<file path="src/rtl/usb_rx_pkg.sv">
// Shared types and defaults for the USB RX packet FIFO.
// Word layout, default sizes and pointer helper.
package usb_rx_pkg;

  localparam int USB_DATA_W    = 8;
  localparam int RX_FIFO_DEPTH = 64;
  localparam int PTR_MAX_W     = 32;

  typedef struct packed {
    logic                  last;
    logic [USB_DATA_W-1:0] data;
  } rx_word_t;

  // Wide increment; callers size-cast back to their pointer width.
  function automatic logic [PTR_MAX_W-1:0] ptr_inc(
    input logic [PTR_MAX_W-1:0] p
  );
    return p + 1'b1;
  endfunction

endpackage

</file>
<file path="src/rtl/usb_rx_pkt_fifo_if.sv">
// RCU write side and AHB read side of the RX packet FIFO.
// master = RCU/reader, slave = FIFO.
interface usb_rx_pkt_fifo_if #(
  parameter int DATA_W = 8,
  parameter int DEPTH  = 64
);
  localparam int CNT_W = $clog2(DEPTH) + 1;

  logic              flush;
  logic              w_enable;
  logic [DATA_W-1:0] w_data;
  logic              pkt_commit;
  logic              pkt_discard;
  logic              r_enable;
  logic [DATA_W-1:0] r_data;
  logic              r_last;
  logic              data_loaded;
  logic [CNT_W-1:0]  avail;
  logic [CNT_W-1:0]  occupancy;
  logic [CNT_W-1:0]  pkt_count;
  logic              overflow;
  logic              rd_err;

  modport master (
    output flush, w_enable, w_data,
    output pkt_commit, pkt_discard, r_enable,
    input  r_data, r_last, data_loaded,
    input  avail, occupancy, pkt_count,
    input  overflow, rd_err
  );

  modport slave (
    input  flush, w_enable, w_data,
    input  pkt_commit, pkt_discard, r_enable,
    output r_data, r_last, data_loaded,
    output avail, occupancy, pkt_count,
    output overflow, rd_err
  );

endinterface

</file>
<file path="src/rtl/usb_rx_fifo_ram.sv">
// Storage array for the RX packet FIFO.
// One word write port, one last-flag set port, async read.
module usb_rx_fifo_ram
  import usb_rx_pkg::*;
#(
  parameter int DATA_W = USB_DATA_W,
  parameter int DEPTH  = RX_FIFO_DEPTH,
  localparam int ADDR_W = $clog2(DEPTH)
) (
  input  logic              clk,
  input  logic              we,
  input  logic [ADDR_W-1:0] waddr,
  input  logic [DATA_W:0]   wdata,
  input  logic              set_en,
  input  logic [ADDR_W-1:0] saddr,
  input  logic [ADDR_W-1:0] raddr,
  output logic [DATA_W:0]   rdata
);

  logic [DATA_W:0] mem [DEPTH];

  // Word write, then tag; the tag wins if both hit one entry.
  always_ff @(posedge clk) begin
    if (we)
      mem[waddr] <= wdata;
    if (set_en)
      mem[saddr][DATA_W] <= 1'b1;
  end

  assign rdata = mem[raddr];

endmodule

</file>
<file path="src/rtl/usb_rx_pkt_fifo.sv">
// Packet-aware RX FIFO: speculative writes, commit/rollback,
// show-ahead reads of committed bytes with last-byte tagging.
module usb_rx_pkt_fifo
  import usb_rx_pkg::*;
#(
  parameter int DATA_W = USB_DATA_W,
  parameter int DEPTH  = RX_FIFO_DEPTH
) (
  input  logic clk,
  input  logic rst,
  usb_rx_pkt_fifo_if.slave bus
);

  localparam int CNT_W  = $clog2(DEPTH) + 1;
  localparam int ADDR_W = CNT_W - 1;
  localparam logic [CNT_W-1:0] FULL_C = CNT_W'(DEPTH);

  typedef logic [CNT_W-1:0] ptr_t;

  function automatic ptr_t inc(input ptr_t p);
    return ptr_t'(ptr_inc(PTR_MAX_W'(p)));
  endfunction

  ptr_t wr, cmt, rd, pkt_cnt;
  logic pkt_ovf, ovf_q, rd_err_q;

  ptr_t            occ, avl, wr_nxt;
  logic            full, loaded, wr_fire;
  logic            ovf_now, do_disc, do_cmt, drop;
  logic            pop, pop_last, pkt_end;
  logic [DATA_W:0] rd_word;
  logic [ADDR_W-1:0] set_addr;

  // Occupancy, commit/rollback decisions for this cycle.
  always_comb begin
    occ      = wr - rd;
    avl      = cmt - rd;
    full     = (occ == FULL_C);
    loaded   = (avl != '0);
    pkt_end  = bus.pkt_commit | bus.pkt_discard;
    ovf_now  = pkt_ovf | (bus.w_enable & full);
    drop     = bus.pkt_commit & ~bus.pkt_discard & ovf_now;
    do_disc  = bus.pkt_discard | drop;
    wr_fire  = bus.w_enable & ~full & ~do_disc;
    wr_nxt   = wr_fire ? inc(wr) : wr;
    do_cmt   = bus.pkt_commit & ~bus.pkt_discard &
               ~ovf_now & (wr_nxt != cmt);
    set_addr = ADDR_W'(wr_nxt - 1'b1);
    pop      = bus.r_enable & loaded;
    pop_last = pop & rd_word[DATA_W];
  end

  // Pointers, packet counter and status flags.
  always_ff @(posedge clk or posedge rst) begin
    if (rst) begin
      wr       <= '0;
      cmt      <= '0;
      rd       <= '0;
      pkt_cnt  <= '0;
      pkt_ovf  <= 1'b0;
      ovf_q    <= 1'b0;
      rd_err_q <= 1'b0;
    end else if (bus.flush) begin
      wr       <= '0;
      cmt      <= '0;
      rd       <= '0;
      pkt_cnt  <= '0;
      pkt_ovf  <= 1'b0;
      ovf_q    <= 1'b0;
      rd_err_q <= 1'b0;
    end else begin
      wr <= do_disc ? cmt : wr_nxt;
      if (do_cmt)
        cmt <= wr_nxt;
      if (pop)
        rd <= inc(rd);
      pkt_cnt <= pkt_cnt + ptr_t'(do_cmt)
                         - ptr_t'(pop_last);
      if (pkt_end)
        pkt_ovf <= 1'b0;
      else if (bus.w_enable & full)
        pkt_ovf <= 1'b1;
      if (drop)
        ovf_q <= 1'b1;
      rd_err_q <= bus.r_enable & ~loaded;
    end
  end

  usb_rx_fifo_ram #(
    .DATA_W (DATA_W),
    .DEPTH  (DEPTH)
  ) u_ram (
    .clk    (clk),
    .we     (wr_fire),
    .waddr  (wr[ADDR_W-1:0]),
    .wdata  ({1'b0, bus.w_data}),
    .set_en (do_cmt),
    .saddr  (set_addr),
    .raddr  (rd[ADDR_W-1:0]),
    .rdata  (rd_word)
  );

  assign bus.r_data      = loaded ? rd_word[DATA_W-1:0] : '0;
  assign bus.r_last      = loaded & rd_word[DATA_W];
  assign bus.data_loaded = loaded;
  assign bus.avail       = avl;
  assign bus.occupancy   = occ;
  assign bus.pkt_count   = pkt_cnt;
  assign bus.overflow    = ovf_q;
  assign bus.rd_err      = rd_err_q;

endmodule

</file>
<file path="src/flat_wrapper.sv">
// flat-port wrapper written by rule: the top's interface ports become plain ports
module usb_rx_pkt_fifo_flat import usb_rx_pkg::*;
#(
  parameter int DATA_W = USB_DATA_W,
  parameter int DEPTH  = RX_FIFO_DEPTH
)
  (clk, rst, bus_flush, bus_w_enable, bus_w_data, bus_pkt_commit, bus_pkt_discard, bus_r_enable, bus_r_data, bus_r_last, bus_data_loaded, bus_avail, bus_occupancy, bus_pkt_count, bus_overflow, bus_rd_err);
  usb_rx_pkt_fifo_if #(.DATA_W(DATA_W), .DEPTH(DEPTH)) bus_i ();
  input  logic clk;
  input  logic rst;
  input wire logic [$bits(bus_i.flush)-1:0] bus_flush;
  input wire logic [$bits(bus_i.w_enable)-1:0] bus_w_enable;
  input wire logic [$bits(bus_i.w_data)-1:0] bus_w_data;
  input wire logic [$bits(bus_i.pkt_commit)-1:0] bus_pkt_commit;
  input wire logic [$bits(bus_i.pkt_discard)-1:0] bus_pkt_discard;
  input wire logic [$bits(bus_i.r_enable)-1:0] bus_r_enable;
  output wire logic [$bits(bus_i.r_data)-1:0] bus_r_data;
  output wire logic [$bits(bus_i.r_last)-1:0] bus_r_last;
  output wire logic [$bits(bus_i.data_loaded)-1:0] bus_data_loaded;
  output wire logic [$bits(bus_i.avail)-1:0] bus_avail;
  output wire logic [$bits(bus_i.occupancy)-1:0] bus_occupancy;
  output wire logic [$bits(bus_i.pkt_count)-1:0] bus_pkt_count;
  output wire logic [$bits(bus_i.overflow)-1:0] bus_overflow;
  output wire logic [$bits(bus_i.rd_err)-1:0] bus_rd_err;
  assign bus_i.flush = bus_flush;
  assign bus_i.w_enable = bus_w_enable;
  assign bus_i.w_data = bus_w_data;
  assign bus_i.pkt_commit = bus_pkt_commit;
  assign bus_i.pkt_discard = bus_pkt_discard;
  assign bus_i.r_enable = bus_r_enable;
  assign bus_r_data = bus_i.r_data;
  assign bus_r_last = bus_i.r_last;
  assign bus_data_loaded = bus_i.data_loaded;
  assign bus_avail = bus_i.avail;
  assign bus_occupancy = bus_i.occupancy;
  assign bus_pkt_count = bus_i.pkt_count;
  assign bus_overflow = bus_i.overflow;
  assign bus_rd_err = bus_i.rd_err;
  usb_rx_pkt_fifo #(.DATA_W(DATA_W), .DEPTH(DEPTH)) u_core (.clk(clk), .rst(rst), .bus(bus_i));
endmodule
</file>
<file path="config.mk">
export PLATFORM = sky130hd
export DESIGN_NAME = usb_rx_pkt_fifo_flat
export DESIGN_NICKNAME = d
export VERILOG_FILES = /design/src/rtl/usb_rx_pkg.sv /design/src/rtl/usb_rx_pkt_fifo_if.sv /design/src/rtl/usb_rx_fifo_ram.sv /design/src/rtl/usb_rx_pkt_fifo.sv /design/src/flat_wrapper.sv
export SDC_FILE = /design/constraint.sdc
export NUM_CORES = 1
export LEC_CHECK = 0
export ABC_AREA = 1
export BUFFER_PORTS_ARGS = -buffer_cell sky130_fd_sc_hd__buf_4
export CORE_ASPECT_RATIO = 1.75
export CORE_UTILIZATION = 45
export CTS_CLUSTER_DIAMETER = 120
export DETAILED_ROUTE_END_ITERATION = 8
export PLACE_DENSITY = 0.63
export REMOVE_ABC_BUFFERS = 1
export SLEW_MARGIN = 30
export SYNTH_ARGS = -nofsm -noshare
export SYNTH_HDL_FRONTEND = slang
export SYNTH_SLANG_ARGS = --single-unit
</file>
<file path="constraint.sdc">
create_clock -name clk -period 14.7 [get_ports clk]
set_input_delay 2.94 -clock clk [delete_from_list [all_inputs] [get_ports clk]]
set_output_delay 2.94 -clock clk [all_outputs]
set_load 0.01 [all_outputs]
</file>
# Word-level counts from Yosys, hierarchy flattened
# Memories as Yosys holds them, arrays and structs flattened.
# Index checks and enable logic that the tools add are counted.
[word_totals]
regBits = 31
latchBits = 0
ramBits = 576
romBits = 0
in_bits = 15
word_cells = 60
n_memories = 1
[op_classes]
addsub = 7
n_mul = 0
n_div = 0
order_cmp = 0
n_eq_ne = 2
shifts = 0
mux = 19
bitwise = 19
n_reduce_logical = 5
[mem_list]
columns = ["name", "depth", "width", "rd", "rd_clocked_by_memory_dff", "wr", "line", "text"]
rows = [
  ["u_core.u_ram.mem", 64, 9, 1, 0, 2, "usb_rx_fifo_ram.sv:20", "logic [DATA_W:0] mem [DEPTH];"],
]
[ops]
columns = ["op", "n"]
rows = [
  ["$mux 7", 8],
  ["$add 7x1->7 const B", 2],
  ["$sub 7x7->7", 2],
  ["$and 1x1->1", 11],
  ["$mux 1", 10],
  ["$mux 8", 1],
  ["$add 7x1->7", 1],
  ["$eq 7x7->1 const B", 1],
  ["$ne 7x7->1", 1],
  ["$reduce_bool 7->1", 1],
  ["$sub 7x1->7", 1],
  ["$reduce_bool 2->1", 3],
  ["$sub 6x1->6 const B", 1],
  ["$not 1->1", 5],
  ["$or 1x1->1", 3],
  ["$reduce_bool 3->1", 1],
]

# Depth between registers and ports, before layout
# Gate-level depths: netlist of run 1.
[depth]
word_depth = 14
ltp_mapped = 35
mapped_depth_nobuf = 33

# Hierarchy
# Synthesis of run 1 repeated with hierarchy kept, for this count alone.
[unflattened]
cells_unflattened = 2697
area_unflattened_um2 = 27091.0
[modules_own_cells]
columns = ["module", "n_inst", "cells_each", "area_each_um2", "seq_area_each_um2"]
rows = [
  ["usb_rx_fifo_ram", 1, 2316, 24398.4, 16656.0],
  ["usb_rx_pkt_fifo", 1, 381, 2692.6, 775.7],
]

# Worst setup path before layout of run 1
# No wires, ideal clock.
[synth_path]
path_type = "register to output"
start = "reg u_core.rd[1]"
end = "out bus_r_data[0]"
arrival_time_ps = 2719
required_ps = 11760
slack_ps = 9041
path_stages_with_launch = 14
n_path_buf = 3
path_cell_list = "dfrtp_1 -> inv_1 -> clkbuf_1 -> clkbuf_1 -> clkbuf_1 -> ha_1 -> nand2_1 -> o21ai_0 -> a21oi_1 -> o21bai_1 -> xor2_1 -> nand3_1 -> inv_2 -> nor2_1"
[synth_via]
elab_chain_len = 3
elab_cells_between_ends = 4
[synth_lines]
columns = ["element", "line", "text"]
rows = [
  ["start: declaration", "usb_rx_pkt_fifo.sv:24", "ptr_t wr, cmt, rd, pkt_cnt;"],
  ["start signal: assignment", "usb_rx_pkt_fifo.sv:76", "rd <= inc(rd);"],
  ["$sub 7x7->7", "usb_rx_pkt_fifo.sv:37", "avl = cmt - rd;"],
  ["$reduce_bool 7->1", "usb_rx_pkt_fifo.sv:39", "loaded = (avl != '0);"],
  ["named net bus_data_loaded", "flat_wrapper.sv:19", "output wire logic [$bits(bus_i.data_loaded)-1:0] bus_data_loaded;"],
  ["$mux 8", "usb_rx_pkt_fifo.sv:103", "assign bus.r_data = loaded ? rd_word[DATA_W-1:0] : '0;"],
  ["end: declaration", "flat_wrapper.sv:17", "output wire logic [$bits(bus_i.r_data)-1:0] bus_r_data;"],
]
# The timed path passes the listed nets, and every way through them passes these cells.

# Final worst setup path of run 1
[layout_path]
start = "reg u_core.rd[0]"
end = "out bus_r_data[6]"
[layout_via]
elab_chain_len = 3
elab_cells_between_ends = 4
[layout_lines]
columns = ["element", "line"]
rows = [
  ["$sub 7x7->7", "usb_rx_pkt_fifo.sv:37"],
  ["$reduce_bool 7->1", "usb_rx_pkt_fifo.sv:39"],
  ["$mux 8 (*)", "usb_rx_pkt_fifo.sv:103"],
]
# Mark *: on every way between the ends. The rest lies on a longest branch, timed or not.

==> impl_metrics.csv, run 1 <==
group,metric,value,unit
clock_tree,cts-root-buf,"clkbuf_16",
power_and_ir_drop,cellInternalPower,2.86,mW
synth,postSynthAreaPerCell,11.6,sq um
place,placed_area,26800,sq um
synth,synth_seq_cells,607,
worst_setup_path,ff2ff_path_depth,31,
sta,fin_crit_sh,56.1,%
grt,grtUsageMet3,2.76,%
grt,grt_pass1_wl,107,mm
die,dieArea,58500,sq um
min_path,hold_start,"u_core.u_ram.mem[53][8]",
min_path,hold_path.class,"reg -> reg",
worst_setup_path,crit_fanout,122,
sta,setup_tns,0,ps
drt,routed_wl,71.1,mm
grt,grt_start_max_net_pins,131,
place,place_inst,2923,
sta,finClkSkew,26.9,ps
sta,maxClockFrequency,121,MHz
grt,overflow,0,
sta,worstMarginPinSlew,1010,ps
place,post-dp-hpwl,43.6,mm
die,die_x,183,microns
layout,syn_to_final_growth,9.70,%
grt,antenna_found_initial,0,
die,initial_core_util,45.4,%
grt,grt_pass1_vias,17720,
synth,synthCells,2233,
worst_setup_path,cp-start-kind,"register",
status,status,"finished with violations",
worst_setup_path,slowest_stage,"buf_4",
sta,period_minus_slack,8250,ps
sta,slew_viol_final,0,
synth,synth-async-reset-ratio,5.11,%
clock_tree,clk_latency,600,ps
clock_tree,htree_levels,2,
power_and_ir_drop,p_clk_share,33.3,%
layout,fin_cells,3014,
worst_setup_path,critical_path_buf_inv_count,4,
sta,setup_viol,0,
worst_setup_path,r2r_slack,8320,ps
power_and_ir_drop,p_comb_share,15.8,%
synth,netlist_area,25900,sq um
clock_tree,cts.repair.resized,0,
layout,fillers,5020,
grt,grt_util_met2,43.9,%
synth,synth-edff-count,512,
clock_tree,numCtsBuffers,51,
layout,fin_area,28400,sq um
drt,viasPerCell,5.93,
drt,drt_iter0_drc,1762,
worst_setup_path,endpoint_kind,"primary output",
synth,ys_types,48,
drt,wl_per_cell,23.6,microns
clock_tree,cts_tree,"yes",
die,die_h,319,microns
drt,drcViolationCount,2,
worst_setup_path,r2r_start,"u_core.rd[2]",
layout,antenna_cells,0,
layout,layout_commonest_cell,"edfxtp_1",
status,violations,"design-rule violations",
layout,register_area,17400,sq um
die,ios,48,
grt,use_met1,28.4,%
clock_tree,clock_path_buffers,3,
layout,drive_gt1_share,8.46,%
grt,gr-max-usage-layer,"met2",
sta,hold_ws,468,ps
power_and_ir_drop,p_leak,9.70,nW
min_path,hold_depth,2,
clock_tree,cts_hold_buf,0,
sta,rsz0062_at_grt,"false",
clock_tree,clk_pin_slew,70,ps
sta,slew_headroom,32.6,%
power_and_ir_drop,swShare,27.1,%
synth,synth_warnings,0,
worst_setup_path,rr_endpoint,"u_core.bus.pkt_count[6]",
die,core_area,57000,sq um
sta,finalWorstSetupSlack,6450,ps
clock_tree,cts_num_sinks,607,
die,rows,116,
clock_tree,post-cts-setup-buffers,0,
sta,hold_viol_final,0,
drt,firstDrtPassIters,7,
drt,detail-route-antenna-nets,0,
power_and_ir_drop,p_switching,1.06,mW
place,gp_congestion,0.853,
worst_setup_path,cp_slowest_stage_delay,840,ps
drt,vias,17882,
worst_setup_path,path_cells,"inv_8 > buf_4 > buf_4 > nand2_1 > a221oi_1 > a311o_1 > o211ai_1 > o311ai_0 > o21ai_0 > nor2_1 > buf_4",
worst_setup_path,critPathRequiredTime,11760,ps
worst_setup_path,arrival,5310,ps
worst_setup_path,crit_top_cell,"buf_4",
job,maxCapViolations,0,
min_path,min_to,"u_core.u_ram.mem[53][8]",
power_and_ir_drop,seqPwrFrac,50.9,%
grt,grt_usage,24.4,%
layout,nets,2249,
synth,synthFlopType,"edfxtp_1",
place,port_buffers,47,
place,dp_slack,7070,ps
worst_setup_path,cp_top_family,"buffers and inverters",
layout,final_cell_mix,"edfxtp_1, nand2_1, a21oi_1",
layout,multi_input_area,7560,sq um
power_and_ir_drop,ir_drop,0.109,mV
power_and_ir_drop,power_density,138,nW/um^2
worst_setup_path,criticalPathCategory,"reg -> out",
synth,ys_seq_area_share,67.3,%
## cell families after synthesis
| family | count (synthesis) | synth area share [%] |
|---|---|---|
| AOI/OAI and AO/OA | 638 | 15.4 |
| adders and majority gates | 25 | 1.30 |
| buffers and inverters | 233 | 3.48 |
| DFF | 607 | 67.3 |
| and+or+nand+nor | 712 | 11.6 |
| xor gates and xnor gates | 18 | 0.856 |
## sequential cells by signal, summed over array words and instances (netlist names)
register / cells
u_core.u_ram.mem: 576
u_core.rd: 7
u_core.bus.pkt_count: 7
u_core.wr: 7
u_core.bus.rd_err: 1
u_core.pkt_ovf: 1
u_core.cmt: 7
u_core.bus.overflow: 1
## worst min-delay path: cells and delay by family, from the launching register on
| family | cells | cell delay, ps |
|---|---|---|
| DFF | 1 | 310 |
| AOI/OAI and AO/OA | 2 | 110 |
## power by group through the flow
stage / Combinational [mW] / Clock (mW) / Sequential (mW)
final: 0.621 / 1.31 / 2.00
after global routing: 0.689 / 1.38 / 2.00
after CTS: 0.623 / 1.32 / 1.99
after detailed placement: 0.621 / 0 / 2.03
after global placement: 0.605 / 0 / 2.03
after floorplan: 0.409 / 0 / 2.04
## final cells by class
class | instances | share of cell area, %
multi-input cells | 1393 | 26.6
well taps | 767 | 3.38
inverters | 82 | 1.13
flip-flops and latches | 607 | 61.4
clock buffers | 68 | 4.72
repair buffers | 74 | 2.00
clock inverters | 23 | 0.727
## metal layers
layer  vias up  part of all wire (%)
met1      8866                    37
met2       681                    53
met5         -                     0
met3       185                   5.5
met4         0                   5.0
li1       8150                     -
## stage by stage
| stage | power, mW | utilization (%) |
|---|---|---|
| 6_report | 3.92 | 49.8 |
| 5_1_grt | 4.07 | 49.8 |
| 4_1_cts | 3.94 | 49.8 |
| 3_5_place_dp | 2.65 | 47.1 |
| 3_3_place_gp | 2.63 | 47.1 |
| 2_1_floorplan | 2.45 | - |
## Yosys cell counts (20+ instances only)
cell type / instances / share of area (%)
a221oi_1: 69 / 2.3
ha_1: 22 / 1.1
nor2_1: 141 / 2.0
dfxtp_1: 64 / 4.9
buf_1: 20 / 0.29
clkbuf_1: 125 / 1.8
edfxtp_1: 512 / 59
o21ai_1: 68 / 1.3
nand2_1: 459 / 6.7
inv_1: 73 / 1.1
a32o_1: 57 / 2.2
dfrtp_1: 31 / 3.0
a21oi_1: 241 / 4.7
o21ai_0: 135 / 2.6
nand3_1: 54 / 1.0
## worst max path at each step
stage                       startpoint             to  slack [ps]  cells past startpoint
after floorplan           u_core.rd[0]     bus_r_last       -1320                      8
after global routing      u_core.rd[0]  bus_r_data[6]        6110                     11
final                     u_core.rd[0]  bus_r_data[6]        6450                     11
after CTS                 u_core.rd[0]  bus_r_data[6]        6330                     11
after detailed placement  u_core.rd[0]  bus_r_data[6]        7070                     11
after global placement    u_core.rd[0]  bus_r_data[6]        6960                     10
(Power assumes the default switching activity.)
==> run 2, diff against run 1 <==
- clock period: 14.7 -> 8 ns (I/O delays scaled with it)
==> run 2 against run 1 <==
Against the previous run:
- the run still ends with design-rule violations left
- cell area is 0.50% higher
- register-to-register slack lost 6300 ps
- clock-buffer cell count is 3 higher
- first-iteration DRC count decreased by 4.8%
- setup slack worse by 5100 ps
- worst hold slack improved by 2.5 ps
- die area did not move
- via count is 0.64% higher
- critical path type unchanged
- largest cell class unchanged
==> impl_metrics.csv, run 2 (synthesized netlist as in run 1, its figures left out) <==
group,metric,value,unit
status,status,"finished with violations",
status,violations,"design-rule violations",
layout,largest_reg_flops,576,
layout,regMostFlops,"u_core.u_ram.mem",
drt,routed_wl,70.3,mm
layout,register_area,17400,sq um
layout,multi_input_area,7580,sq um
layout,fin_cells,3018,
drt,firstDrtPassIters,8,
clock_tree,cts.repair.resized,0,
drt,detail-route-antenna-nets,0,
sta,hold_ws,470,ps
grt,grt_start_max_net_pins,140,
power_and_ir_drop,ir_drop,0.228,mV
clock_tree,htree_levels,2,
layout,syn_to_final_growth,10.2,%
min_path,hold_path.class,"reg -> reg",
grt,grt_pass1_vias,17934,
sta,slew_headroom,33.0,%
sta,finClkSkew,13.6,ps
clock_tree,cts_tree,"yes",
sta,period_minus_slack,6680,ps
place,gp_congestion,0.877,
place,place_inst,2923,
sta,slew_viol_final,0,
job,maxCapViolations,0,
power_and_ir_drop,p_leak,9.76,nW
power_and_ir_drop,power_density,257,nW/um^2
sta,maxClockFrequency,150,MHz
sta,fin_crit_sh,83.4,%
place,post-dp-hpwl,42.5,mm
grt,grt_usage,24.3,%
clock_tree,post-cts-setup-buffers,0,
layout,antenna_cells,0,
sta,worstMarginPinSlew,1000,ps
worst_setup_path,r2r_slack,2060,ps
sta,setup_viol,0,
die,initial_core_util,45.4,%
layout,fin_area,28500,sq um
drt,drt_iter0_drc,1678,
die,die_h,319,microns
drt,wl_met2,36.2,mm
drt,m1WireLength,26.6,mm
drt,wl_met3,4.21,mm
power_and_ir_drop,total_power,7.34,mW
clock_tree,cts_hold_buf,0,
place,dp_slack,2070,ps
drt,drcViolationCount,2,
clock_tree,numCtsBuffers,51,
worst_setup_path,arrival,5080,ps
place,placed_area,26900,sq um
die,dieArea,58500,sq um
worst_setup_path,crit_fanout,131,
clock_tree,clk_latency,610,ps
drt,viasPerCell,5.96,
die,core_area,57000,sq um
worst_setup_path,endpoint_kind,"primary output",
drt,vias,17997,
layout,layout_commonest_cell,"edfxtp_1",
clock_tree,cts_num_sinks,607,
worst_setup_path,cp-start-kind,"register",
place,port_buffers,47,
sta,hold_viol_final,0,
layout,final_cell_mix,"edfxtp_1, nand2_1, a21oi_1",
worst_setup_path,criticalPathCategory,"reg -> out",
worst_setup_path,critPathRequiredTime,6400,ps
clock_tree,cts-root-buf,"clkbuf_16",
sta,finalWorstSetupSlack,1320,ps
drt,wl_per_cell,23.3,microns
clock_tree,clk_pin_slew,70,ps
layout,drive_gt1_share,9.02,%
layout,nets,2249,
die,rows,116,
clock_tree,clock_path_buffers,3,
grt,overflow,0,
die,ios,48,
grt,antenna_found_initial,0,
drt,highest_layer,"met4",
sta,rsz0062_at_grt,"false",
layout,fillers,4942,
die,die_x,183,microns
grt,grt_pass1_wl,108,mm
run 2: cell types whose count changed in the layout (fill, tap and decap cells not counted), sizes merged:
| cell | before | now |
|---|---|---|
| bufinv | 3 | 4 |
| clkinvlp | 5 | 6 |
| clkinv | 17 | 16 |
| clkbuf | 68 | 71 |
run 2: worst paths after layout:
check | startpoint | end | depth (start not counted)
worst max-delay path | u_core.rd[0] | bus_r_data[6] | 10
worst min-delay path | u_core.u_ram.mem[27][8] | u_core.u_ram.mem[27][8] | 2
worst max register to register | u_core.rd[5] | u_core.bus.pkt_count[6] | 29
worst min register to register | u_core.u_ram.mem[27][8] | u_core.u_ram.mem[27][8] | 2
max in group asynchronous | rst | u_core.rd[0] | 3
min in group asynchronous | rst | u_core.bus.rd_err | 3
run 2: area by class of cell:
cell class,instances,share of cell area (%)
tap,767,3.36
sequential,607,61.1
multi-input combinational,1393,26.6
inverter,82,1.12
timing repair buffer,74,1.98
clock buffer,71,5.06
clock inverter,24,0.811
run 2: stage by stage:
stage | TNS [ps] | util, %
floorplan | -142760 | -
global placement | 0 | 47.1
detailed placement | 0 | 47.1
CTS | 0 | 50.0
global route | 0 | 50.0
finish | 0 | 50.0
run 2: metal layers:
metal | global-route usage (%) | up-vias
met5 | 0 | -
met4 | 11.6 | 0
met3 | 3.28 | 160
met2 | 42.6 | 718
met1 | 29.3 | 8958
li1 | - | 8161
run 2: worst max-delay path, stage by stage (launching register included):
cell and delay (ps):
dfrtp_4 790, inv_8 620, buf_4 830, nand2_1 120, a32o_1 250, o21ai_0 210, nor2_1 60, o311ai_0 790
o21ai_0 330, nor2_1 180, buf_4 140
run 2: power by group:
part	internal (mW)	switching [mW]	total [mW]
Sequential	3.58	0.102	3.68
Combinational	0.404	0.720	1.12
Clock	1.39	1.14	2.54
